===== config.mk =====
export PLATFORM = sky130hd
export DESIGN_NAME = frame_cycle_counter
export DESIGN_NICKNAME = d
export VERILOG_FILES = /design/src/rtl/frame_cycle_counter.sv
export SDC_FILE = /design/constraint.sdc
export NUM_CORES = 1
export LEC_CHECK = 0
export ABC_AREA = 1
export BUFFER_PORTS_ARGS = -buffer_cell sky130_fd_sc_hd__buf_4
export CORE_ASPECT_RATIO = 0.6
export CORE_UTILIZATION = 59
export CTS_BUF_LIST = sky130_fd_sc_hd__clkbuf_2
export DETAILED_ROUTE_END_ITERATION = 10
export PLACE_DENSITY_LB_ADDON = 0.12
export SYNTH_ARGS = -nofsm -noshare
export SYNTH_HDL_FRONTEND = slang
export SYNTH_SLANG_ARGS = --single-unit

===== constraint.sdc =====
create_clock -name clk -period 3.9 [get_ports clk]
set_input_delay 0.78 -clock clk [delete_from_list [all_inputs] [get_ports clk]]
set_output_delay 0.78 -clock clk [all_outputs]
set_load 0.01 [all_outputs]

===== src/rtl/frame_cycle_counter.sv =====
`default_nettype none
// ============================================================================
// frame_cycle_counter : two-level fast/slow cycle sequencer with frame shadows
// Revision: 1.0
// ============================================================================
module frame_cycle_counter #(
    parameter int FAST_COUNT_WIDTH  = 13,
    parameter int SLOW_COUNT_WIDTH  = 19,
    parameter int FRAME_COUNT_WIDTH = 32
) (
    input  logic                         clk,
    input  logic                         rst,
    input  logic                         sclr,
    input  logic                         clken,
    input  logic                         start,
    input  logic                         stop,
    input  logic                         continuous,
    input  logic [FAST_COUNT_WIDTH-1:0]  fast_max,
    input  logic [SLOW_COUNT_WIDTH-1:0]  slow_max,
    output logic                         running,
    output logic                         done,
    output logic [FAST_COUNT_WIDTH-1:0]  fast_count,
    output logic [SLOW_COUNT_WIDTH-1:0]  slow_count,
    output logic                         end_cycle,
    output logic                         end_frame,
    output logic [FRAME_COUNT_WIDTH-1:0] frame_count
);

    typedef enum logic [1:0] {
        IDLE = 2'd0,
        RUN  = 2'd1,
        DONE = 2'd2
    } state_t;

    localparam logic [FAST_COUNT_WIDTH-1:0]  FAST_ONE  = {{(FAST_COUNT_WIDTH-1){1'b0}}, 1'b1};
    localparam logic [SLOW_COUNT_WIDTH-1:0]  SLOW_ONE  = {{(SLOW_COUNT_WIDTH-1){1'b0}}, 1'b1};
    localparam logic [FRAME_COUNT_WIDTH-1:0] FRAME_ONE = {{(FRAME_COUNT_WIDTH-1){1'b0}}, 1'b1};

    state_t                         state, state_nxt;
    logic [FAST_COUNT_WIDTH-1:0]    fast_cnt, fast_cnt_nxt;
    logic [SLOW_COUNT_WIDTH-1:0]    slow_cnt, slow_cnt_nxt;
    logic [FRAME_COUNT_WIDTH-1:0]   frame_cnt, frame_cnt_nxt;
    logic [FAST_COUNT_WIDTH-1:0]    fast_max_a, fast_max_a_nxt;
    logic [SLOW_COUNT_WIDTH-1:0]    slow_max_a, slow_max_a_nxt;
    logic                           cont_a, cont_a_nxt;
    logic                           fast_last, slow_last;

    assign fast_last = (fast_cnt == fast_max_a);
    assign slow_last = (slow_cnt == slow_max_a);

    always_ff @(posedge clk or posedge rst) begin
        if (rst) begin
            state      <= IDLE;
            fast_cnt   <= '0;
            slow_cnt   <= '0;
            frame_cnt  <= '0;
            fast_max_a <= '0;
            slow_max_a <= '0;
            cont_a     <= 1'b0;
        end else begin
            state      <= state_nxt;
            fast_cnt   <= fast_cnt_nxt;
            slow_cnt   <= slow_cnt_nxt;
            frame_cnt  <= frame_cnt_nxt;
            fast_max_a <= fast_max_a_nxt;
            slow_max_a <= slow_max_a_nxt;
            cont_a     <= cont_a_nxt;
        end
    end

    // Priority: sclr > stop > frame wrap > start
    always_comb begin
        state_nxt      = state;
        fast_cnt_nxt   = fast_cnt;
        slow_cnt_nxt   = slow_cnt;
        frame_cnt_nxt  = frame_cnt;
        fast_max_a_nxt = fast_max_a;
        slow_max_a_nxt = slow_max_a;
        cont_a_nxt     = cont_a;
        if (sclr) begin
            state_nxt     = IDLE;
            fast_cnt_nxt  = '0;
            slow_cnt_nxt  = '0;
            frame_cnt_nxt = '0;
        end else begin
            case (state)
                RUN: begin
                    if (stop) begin
                        state_nxt    = IDLE;
                        fast_cnt_nxt = '0;
                        slow_cnt_nxt = '0;
                    end else if (clken) begin
                        if (!fast_last) begin
                            fast_cnt_nxt = fast_cnt + FAST_ONE;
                        end else begin
                            fast_cnt_nxt = '0;
                            if (!slow_last) begin
                                slow_cnt_nxt = slow_cnt + SLOW_ONE;
                            end else begin
                                slow_cnt_nxt  = '0;
                                frame_cnt_nxt = frame_cnt + FRAME_ONE;
                                if (cont_a) begin
                                    fast_max_a_nxt = fast_max;
                                    slow_max_a_nxt = slow_max;
                                    cont_a_nxt     = continuous;
                                end else begin
                                    state_nxt = DONE;
                                end
                            end
                        end
                    end
                end
                IDLE, DONE: begin
                    fast_cnt_nxt = '0;
                    slow_cnt_nxt = '0;
                    if (start) begin
                        state_nxt      = RUN;
                        fast_max_a_nxt = fast_max;
                        slow_max_a_nxt = slow_max;
                        cont_a_nxt     = continuous;
                    end
                end
                default: begin
                    state_nxt    = IDLE;
                    fast_cnt_nxt = '0;
                    slow_cnt_nxt = '0;
                end
            endcase
        end
    end

    // Flags decode registered state only; no input reaches them combinationally.
    assign running     = (state == RUN);
    assign done        = (state == DONE);
    assign fast_count  = fast_cnt;
    assign slow_count  = slow_cnt;
    assign frame_count = frame_cnt;
    assign end_cycle   = running && fast_last;
    assign end_frame   = end_cycle && slow_last;

endmodule
`default_nettype wire


# == Word-level counts from Yosys, hierarchy flattened ==
# Index checks and enable logic that the tools add are counted.
# word_totals
register_bits,99
latch_bits,0
ramBits,0
romBits,0
inputBits,39
output_inout_bits,68
word_cells,87
mem_count,0
# classes
add_sub_neg,3
mul,0
div,0
order_cmp,0
n_eq_ne,16
shift,0
muxes,46
bitwise,1
reduce_logical,14
# ops
op,n
$mux W19,12
$mux W32,6
$mux W13,11
$pmux W19 S2,1
$add A32 B1 Y32 const B,1
$pmux W13 S2,1
$add A19 B1 Y19 const B,1
$eq A19 B19 Y1,1
$mux W2,7
$add A13 B1 Y13 const B,1
$eq A13 B13 Y1,1
$reduce_and A5 Y1,2
$reduce_bool A2 Y1,5
$ne A2 B2 Y1 const B,4
$ne A4 B3 Y1 const B,2
$ne A4 B4 Y1 const B,2
$reduce_and A8 Y1,1
$reduce_and A7 Y1,1
$mux W1,6
$ne A2 B1 Y1 const B,3
$pmux W2 S2,1
$ne A3 B3 Y1 const B,1
$eq A2 B1 Y1 const B,1
$eq A2 B2 Y1 const B,1
other kinds (6),7

# == Depth between registers and ports, before layout ==
# Gate-level depths: netlist of the first run.
# depth
ltp_word,7
ltp_mapped,14
mapped_depth_nobuf,12

# == Worst setup path after synthesis of the first run ==
# Ideal clock, no wire load.
# synth_path
kind,register -> output
startpoint,"register slow_cnt[2], in the netlist slow_count[2]"
endpoint,output end_frame
t_arrival_ps,1414
t_required_ps,3120
path_slack_ps,1706
path_stages_with_launch,8
n_path_buf,2
cell_sequence,dfrtp_1 buf_2 xnor2_1 nand2_1 nor2_1 nand3_1 buf_2 nor3_1
# synth_via
elab_chain_len,2
# synth_rtl
element,line,rtl
from (decl),41,"logic [SLOW_COUNT_WIDTH-1:0] slow_cnt, slow_cnt_nxt;"
from (signal assigned),63,slow_cnt <= slow_cnt_nxt;
$eq A19 B19 Y1,49,assign slow_last = (slow_cnt == slow_max_a);
$logic_and A1 B1 Y1,139,assign end_frame = end_cycle && slow_last;
to (decl),25,"output logic end_frame,"
# Every way passes these cells.

# == Final worst setup path of the first run ==
# layout_path
startpoint,"register slow_cnt[14], in the netlist slow_count[14]"
endpoint,output end_frame
# Same word-level chain as after synthesis.

==> impl_metrics.toml, run 1 <==
[die]
die_area_um2 = 10900
floorplan.initialDensity_pct = 61.8
ios = 107
die_h_um = 81.3
rows = 28
die_x_um = 134
fp.coreArea_um2 = 10000

[cts]
clk_latency_ns = 0.59
clock-root-buffer = "clkbuf_2"
cts_buffers = 9
ctsHoldBuffers = 0
cts_tree = "built"
cts_resized = 0
post_cts_buffers = 0
clk_pin_slew_ns = 0.27
htree_levels = 3
cts.sinks = 99
clock_path_buffers = 2

[layout]
nets = 1028
fill_cells = 906
insertedDiodeCount = 0
final_core_util_pct = 71.1
drive_gt1_share_pct = 14.8
syn_to_final_growth_pct = 15.2
fin_cells = 1126
multi_input_area_um2 = 3170
seq_area_um2 = 2480

[power]
switching_share_pct = 36.5
clock_power_share_pct = 20.6
p_leak_nw = 3.59
powerDensity_nw_per_um2 = 350
internal_power_mw = 1.59
switchingPower_uw = 911
ir_worst_vdd_uv = 234
p_comb_share_pct = 26.1
p_total_mw = 2.50
p_seq_share_pct = 53.3

[synth]
synth.avg_cell_area_um2 = 6.91
synthArstFlopShare_pct = 100
ys_ff_latch = 99
synthCells = 895
synth_xor_area_share_pct = 6.09
synth_fp_nets = 937
synth_fa_ha_area_share_pct = 0.607
synthSimpleGateAreaFrac_pct = 40.3
ys_types = 32
synth_edf_count = 0
synth_top_family_by_area = "simple AND/OR/NAND/NOR gates"
synth_compound_area_share_pct = 4.21
yosysMostFrequentCell = "nand2_1"
syn_area_um2 = 6190
ys_seq_area_share_pct = 40.0
synth_area_leaders = "dfrtp_1 40%, nand2_1 18%, nor2_1 7.0%, nand3_1 5.4%, inv_1 5.3%"
yosys-top-cells-count = "300 x nand2_1, 115 x nor2_1, 99 x dfrtp_1"
ys_warn_count = 0
yosys.area.top_type_share_pct = 40.0
synth_mux_area_share_pct = 0
synth_ff_type = "dfrtp_1"
synth_top_area_cell = "dfrtp_1"

[placed_design]
routabilityCongestion = 0.940
dpl.hpwl_mm = 13.1
place_inst = 1110
port_buffers = 106

[run]
maxCapViolCount = 0

[run_status]
status = "finished, final reports clean"

[worst_setup_path]
cp.arrival_ns = 2.64
worstPathMaxFanout = 12
crit_path_end_kind = "primary output"
worstPathRequired_ns = 3.12
criticalPathCategory = "register to primary output"
start_kind = "register"

[min_path]
min_path_type = "input pin to asynchronous set/reset pin"

[grt]
top_usage_layer = "met1"
grt_pass1_wl_mm = 27.8
grt_use_total_pct = 33.7
grt_remaining_overflow = 0
groute.layer.met2.usage_pct = 43.9
antenna_found_initial = 0
met3_usage_pct = 8.68
first_global_vias = 5226
grt_use_met1_pct = 54.3
grt_max_degree = 58

[routing]
drt_iter0_markers = 716
drt-vias-per-instance = 5.51
dr.pass1.iters = 6
drcViolationCount = 0
drtAntennaViolNets = 0
wl_per_cell_um = 15.6
totalWireLength_mm = 17.5
via_count = 6208

[sta]
setup_violations = 0
fin_tns_setup_ns = 0
slew_viol_final = 0
fin_skew_ns = 0.0157
layout_min_cycle_time_ns = 3.42
max_freq_ghz = 0.292
hold_viol_final = 0
holdWs_ns = 0.265
tightest_slew_ns = 0.727
relSlewSlack_pct = 51.5
period_share_pct = 87.7
rsz0062_at_grt = "no"
-- through the flow --
step | cell area (um2) | setup WS (ns)
2_1_floorplan | 6190 | 0.530
3_3_place_gp | 7020 | 1.12
3_5_place_dp | 7020 | 1.11
4_1_cts | 7130 | 0.516
5_1_grt | 7130 | 0.334
6_report | 7130 | 0.479
-- flip-flops by register name (all words and copies together), names as in the netlist --
signal and flops:
frame_count 32, fast_count 13, slow_max_a 19, slow_count 19, state 2, fast_max_a 13, cont_a 1
-- final timing paths --
| check | depth (start not counted) | endpoint | slack (ns) | from |
|---|---|---|---|---|
| setup / recovery | 9 | end_frame | 0.48 | slow_count[14] |
| hold / removal | 2 | frame_count[1] | 0.27 | rst |
| setup reg to reg | 11 | frame_count[18] | 1.12 | slow_count[14] |
| hold reg to reg | 2 | fast_max_a[7] | 0.53 | fast_max_a[7] |
| max in group asynchronous | 3 | slow_count[5] | 2.85 | rst |
| min in group clk | 3 | slow_max_a[17] | 0.40 | slow_max[17] |
-- routing by layer --
| layer | vias to the layer above | routed length [um] |
|---|---|---|
| li1 | 3032 | - |
| met1 | 2824 | 8480 |
| met2 | 331 | 6810 |
| met3 | 21 | 2080 |
| met4 | 0 | 168 |
| met5 | - | 0 |
-- power groups by stage --
stage	combinational, mW	sequential (mW)	clock, mW
detailed placement	0.649	1.35	0
global route	0.748	1.35	0.563
global placement	0.627	1.35	0
floorplan	0.493	1.31	0
CTS	0.651	1.33	0.519
finish	0.650	1.33	0.515
-- cell families (layout without fill, tap and decap cells) --
kind of cell               count (synthesis)  after routing
and+or+nand+nor                          577            577
buffers and inverters                    127            223
DFF                                       99             99
xor gates and xnor gates                  43             43
AOI/OAI and AO/OA                         46             46
adders and majority gates                  3              3
-- layout make-up --
class / count / share of cell area (%)
Timing Repair Buffer: 112 / 11.8
Clock inverter: 7 / 0.930
Sequential cell: 99 / 34.8
Clock buffer: 9 / 0.632
Tap cell: 135 / 2.37
Multi-Input combinational cell: 669 / 44.5
Inverter: 95 / 5.06
-- layout by cell type (no fill, tap or decap), drive strengths merged, types with 6 or more instances in the layout --
master	count
xnor2	19
nand2	304
nor3b	7
dfrtp	99
clkbuf	9
nand3	68
nor3	28
o21ai	28
nand4	47
inv	95
clkinv	6
xor2	24
buf	112
nor2	119
a21oi	13
-- worst max-delay path: stages, from the launching register on --
cell     delay [ns]
dfrtp_1        0.55
inv_1          0.11
nand2_1        0.07
nand2_1        0.05
nor2_1         0.13
nand2_1        0.07
nor2_1         0.09
nand3_1        0.40
nor3_1         0.39
buf_4          0.19
No activity file was read; power rests on OpenSTA's default activity.
==> run 2, diff against run 1 <==
--- a/config.mk
+++ b/config.mk
@@ -8,7 +8,7 @@
 export ABC_AREA = 1
 export BUFFER_PORTS_ARGS = -buffer_cell sky130_fd_sc_hd__buf_4
 export CORE_ASPECT_RATIO = 0.6
-export CORE_UTILIZATION = 59
+export CORE_UTILIZATION = 54
 export CTS_BUF_LIST = sky130_fd_sc_hd__clkbuf_2
 export DETAILED_ROUTE_END_ITERATION = 10
 export PLACE_DENSITY_LB_ADDON = 0.12
==> impl_metrics.toml, run 2 (synthesis results as in run 1) <==
[sta]
period_share_pct = 78.8
fin_skew_ns = 0.0347
relSlewSlack_pct = 51.2
fin_tns_setup_ns = 0
tightest_slew_ns = 0.731
setup_violations = 0
max_freq_ghz = 0.325
rsz0062_at_grt = "no"
hold_viol_final = 0
slew_viol_final = 0
holdWs_ns = 0.264
layout_min_cycle_time_ns = 3.07

[worst_setup_path]
r2r_slack_ns = 1.33
start_kind = "register"
worstPathRequired_ns = 3.12
r2r-end = "frame_count[30]"
worstPathMaxFanout = 7
crit_path_end_kind = "primary output"
cp.arrival_ns = 2.29
crit_path_start = "fast_count[0]"
worstReg2RegStart = "fast_count[0]"
criticalPathCategory = "register to primary output"
r2r_cells = 11

[die]
ios = 107
die_area_um2 = 11900
fp.coreArea_um2 = 10800
die_h_um = 84.9
floorplan.initialDensity_pct = 57.0
rows = 29
die_x_um = 140

[layout]
largest_reg_flops = 32
syn_to_final_growth_pct = 15.4
seq_area_um2 = 2480
fill_cells = 1021
final_common_cell = "nand2_1"
final_core_util_pct = 65.8
drive_gt1_share_pct = 14.8
nets = 1029
layout_common_cells = "300 x nand2_1, 115 x nor2_1, 113 x buf_4, 99 x dfrtp_1, 86 x inv_1"
insertedDiodeCount = 0
fin_cells = 1131
multi_input_area_um2 = 3170

[cts]
cts.sinks = 99
cts_buffers = 9
clk_pin_slew_ns = 0.28
cts_tree = "built"
clock_path_buffers = 2
cts_resized = 0
clk_latency_ns = 0.57
clock-root-buffer = "clkbuf_2"
ctsHoldBuffers = 0
post_cts_buffers = 0
htree_levels = 3

[routing]
drcViolationCount = 0
drtAntennaViolNets = 0
totalWireLength_mm = 17.5
dr.pass1.iters = 5
via_count = 6165
drt_iter0_markers = 660
wl_per_cell_um = 15.5
drt-vias-per-instance = 5.45

[grt]
grt_use_met1_pct = 50.9
met3_usage_pct = 7.45
first_global_vias = 5470
grt_pass1_wl_mm = 28.7
grt_max_degree = 53
antenna_found_initial = 0
grt_use_total_pct = 31.0
groute.layer.met2.usage_pct = 40.4
top_usage_layer = "met1"
grt_remaining_overflow = 0

[min_path]
min_path_type = "input pin to asynchronous set/reset pin"

[placed_design]
routabilityCongestion = 0.940
place_inst = 1115
dpl.hpwl_mm = 12.8
port_buffers = 106

[power]
powerDensity_nw_per_um2 = 349
ir_worst_vdd_uv = 213
p_leak_nw = 3.59
p_total_mw = 2.49

[run]
maxCapViolCount = 0

[run_status]
status = "finished, final reports clean"
[run 2: changes by cell type in the layout (fill, tap and decap cells not counted), sizes merged]
cell,delta
buf,+1
clkbuf,+1
inv,-1
[run 2: worst max-delay path by stage]
stage	end	cells past startpoint	slack [ns]
after floorplan	cont_a	1	0.53
after global placement	slow_max_a[0]	9	1.22
after detailed placement	slow_max_a[3]	9	1.14
after CTS	end_frame	10	0.80
after global routing	end_frame	10	0.61
final	end_frame	9	0.83
[run 2: area by class of cell]
class / count / share of cell area, %
timing repair buffer: 113 / 11.9
multi-input combinational: 669 / 44.4
sequential: 99 / 34.7
tap: 139 / 2.43
clock buffer: 10 / 0.701
inverter: 95 / 5.04
clock inverter: 6 / 0.893
[run 2: critical path: stages, from the launching register on]
cell     delay [ns]
dfrtp_1        0.47
inv_1          0.13
nand2_1        0.07
o21ai_0        0.07
nor2_1         0.12
nand2_1        0.06
nor2_1         0.21
nand2_4        0.15
nor3_1         0.26
buf_4          0.17
[run 2: report_power, final]
part / internal, mW / total (mW) / switching (mW) / leakage (nW)
Combinational: 0.246 / 0.651 / 0.405 / 2.19
Sequential: 1.19 / 1.33 / 0.137 / 1.33
Clock: 0.152 / 0.511 / 0.359 / 0.0716
Total: 1.59 / 2.49 / 0.902 / 3.59
[run 2: layer usage]
metal | vias to the layer above | wire, um
met4 | 0 | 71
met3 | 9 | 1790
met5 | - | 0
met2 | 264 | 6590
met1 | 2845 | 9030
li1 | 3047 | -
[run 2: stage by stage]
stage / setup WS, ns / cell area, um2
floorplan: 0.530 / 6190
global placement: 1.22 / 7030
detailed placement: 1.14 / 7030
CTS: 0.804 / 7140
global route: 0.612 / 7140
finish: 0.827 / 7140
==> run 3, diff against run 2 <==
--- a/config.mk
+++ b/config.mk
@@ -8,7 +8,7 @@
 export ABC_AREA = 1
 export BUFFER_PORTS_ARGS = -buffer_cell sky130_fd_sc_hd__buf_4
 export CORE_ASPECT_RATIO = 0.6
-export CORE_UTILIZATION = 54
+export CORE_UTILIZATION = 53
 export CTS_BUF_LIST = sky130_fd_sc_hd__clkbuf_2
 export DETAILED_ROUTE_END_ITERATION = 10
 export PLACE_DENSITY_LB_ADDON = 0.12
==> constraint.sdc (replaced) <==
create_clock -name clk -period 2.6 [get_ports clk]
set_input_delay 0.52 -clock clk [delete_from_list [all_inputs] [get_ports clk]]
set_output_delay 0.52 -clock clk [all_outputs]
set_load 0.01 [all_outputs]
==> impl_metrics.toml, run 3 (synthesis results as in run 1) <==
[run_status]
status = "finished, final reports clean"

[die]
floorplan.initialDensity_pct = 54.6
rows = 30
fp.coreArea_um2 = 11300
die_x_um = 141
die_h_um = 85.7
ios = 107
die_area_um2 = 12100

[cts]
htree_levels = 3
clock_path_buffers = 2
clk_pin_slew_ns = 0.29
cts_tree = "built"
cts_buffers = 9
cts.sinks = 99
clk_latency_ns = 0.59
clock-root-buffer = "clkbuf_2"

[sta]
max_freq_ghz = 0.394
slew_viol_final = 0
period_share_pct = 97.6
setup_ws_ns = 0.0615
hold_viol_final = 0
setup_violations = 0
tightest_slew_ns = 0.527
layout_min_cycle_time_ns = 2.54
rsz0062_at_grt = "yes"
relSlewSlack_pct = 64.7
fin_skew_ns = 0.0324

[grt]
grt_use_total_pct = 30.1
grt_pass1_wl_mm = 28.2
grt_remaining_overflow = 0
grt_max_degree = 85
antenna_found_initial = 0
first_global_vias = 5360

[layout]
syn_to_final_growth_pct = 20.6
fill_cells = 1051
final_common_cell = "nand2_1"
largest_reg_flops = 32
drive_gt1_share_pct = 18.9
nets = 1059
layout_common_cells = "300 x nand2_1, 138 x buf_4, 109 x nor2_1, 92 x dfrtp_1, 85 x inv_1"
design_area_um2 = 7460
insertedDiodeCount = 0

[power]
ir_worst_vdd_uv = 309
clock_power_share_pct = 18.1
switchingPower_mw = 1.39
p_seq_share_pct = 53.4
powerDensity_nw_per_um2 = 500
p_leak_nw = 3.74
internal_power_mw = 2.33
p_comb_share_pct = 28.5
switching_share_pct = 37.4

[worst_setup_path]
criticalPathCategory = "register to primary output"
worstPathRequired_ns = 2.08
start_kind = "register"
worstPathMaxFanout = 5
cp.arrival_ns = 2.02
crit_path_end_kind = "primary output"

[routing]
dr.pass1.iters = 6
totalWireLength_mm = 17.6
via_count = 6292
wl_per_cell_um = 14.9
drtAntennaViolNets = 0
drcViolationCount = 0
drt-vias-per-instance = 5.32
drt_iter0_markers = 639

[placed_design]
dpl.hpwl_mm = 12.7
port_buffers = 106
placed_cell_area_um2 = 7150
place_ws_ns = 0.432
routabilityCongestion = 0.974

[min_path]
min_path_type = "input pin to register"

[run]
maxCapViolCount = 0
## run 3: cell count changes in the layout (fill, tap and decap cells not counted), sizes merged
cell / before / now
clkinv: 6 / 5
dlygate4sd3: 0 / 1
bufinv: 1 / 0
clkinvlp: 0 / 3
buf: 113 / 142
inv: 94 / 93
## run 3: metal layers
| layer | vias to the layer above | share of wire (%) | track usage, % |
|---|---|---|---|
| met3 | 15 | 10 | 6.25 |
| met1 | 2868 | 50 | 49.4 |
| met2 | 302 | 39 | 40.3 |
| li1 | 3107 | - | - |
| met4 | 0 | 0.70 | 4.20 |
| met5 | - | 0 | 0 |
## run 3: timing repair
action / 4_1_cts / 5_1_grt
cloned: 0 / 0
setup endpoints to repair: 2 / 2
pin swaps: 2 / 2
resized for setup: 12 / 7
endpoints found under the hold margin: 15 / 0
buffers inserted: 18 / 3
hold buffers: 1 / 0
## run 3: path summary, 6_finish.rpt
check | slack [ns] | to | depth (start not counted) | start
setup / recovery | 0.06 | end_frame | 9 | slow_count[10]
hold / removal | 0.15 | fast_max_a[3] | 3 | fast_max[3]
min in group asynchronous | 0.42 | frame_count[12] | 3 | rst
setup reg to reg | 0.38 | slow_count[10] | 11 | fast_count[6]
hold reg to reg | 0.51 | fast_max_a[7] | 2 | fast_max_a[7]
max in group asynchronous | 1.40 | slow_count[0] | 4 | rst
## run 3: critical path, stage by stage, from the launching register on
cell and delay (ns):
dfrtp_1 0.49, inv_2 0.06, nand2_1 0.05, nand2_1 0.06, nor2_2 0.14, nand2_1 0.08
nor2_2 0.10, nand3_2 0.13, nor3_4 0.21, buf_6 0.12
## run 3: power groups by stage
stage | Sequential [mW] | Clock, mW | Combinational, mW
4_1_cts | 1.99 | 0.688 | 1.04
2_1_floorplan | 1.97 | 0 | 0.740
6_report | 1.99 | 0.676 | 1.06
5_1_grt | 2.02 | 0.744 | 1.22
3_5_place_dp | 2.02 | 0 | 0.996
3_3_place_gp | 2.02 | 0 | 0.979
## run 3: layout make-up
class / instances / area, um2 / share of cell area (%)
multi-input combinational: 669 / 3210 / 43.0
sequential: 99 / 2490 / 33.3
timing repair buffer: 143 / 1120 / 15.0
inverter: 95 / 362 / 4.85
tap: 160 / 200 / 2.68
clock buffer: 10 / 50.0 / 0.671
clock inverter: 6 / 41.3 / 0.553
## run 3: stage by stage
stage / total power, mW / hold slack (ns) / instances / setup TNS, ns / utilization [%]
finish: 3.73 / 0.146 / 1182 / 0 / 65.8
global route: 3.98 / 0.101 / 1182 / -0.103 / 65.8
CTS: 3.72 / 0.123 / 1179 / 0 / 65.5
detailed placement: 3.02 / 0.465 / 1144 / 0 / 63.1
global placement: 3.00 / 0.461 / 1144 / 0 / 63.1
floorplan: 2.71 / 0.442 / 895 / 0 / -
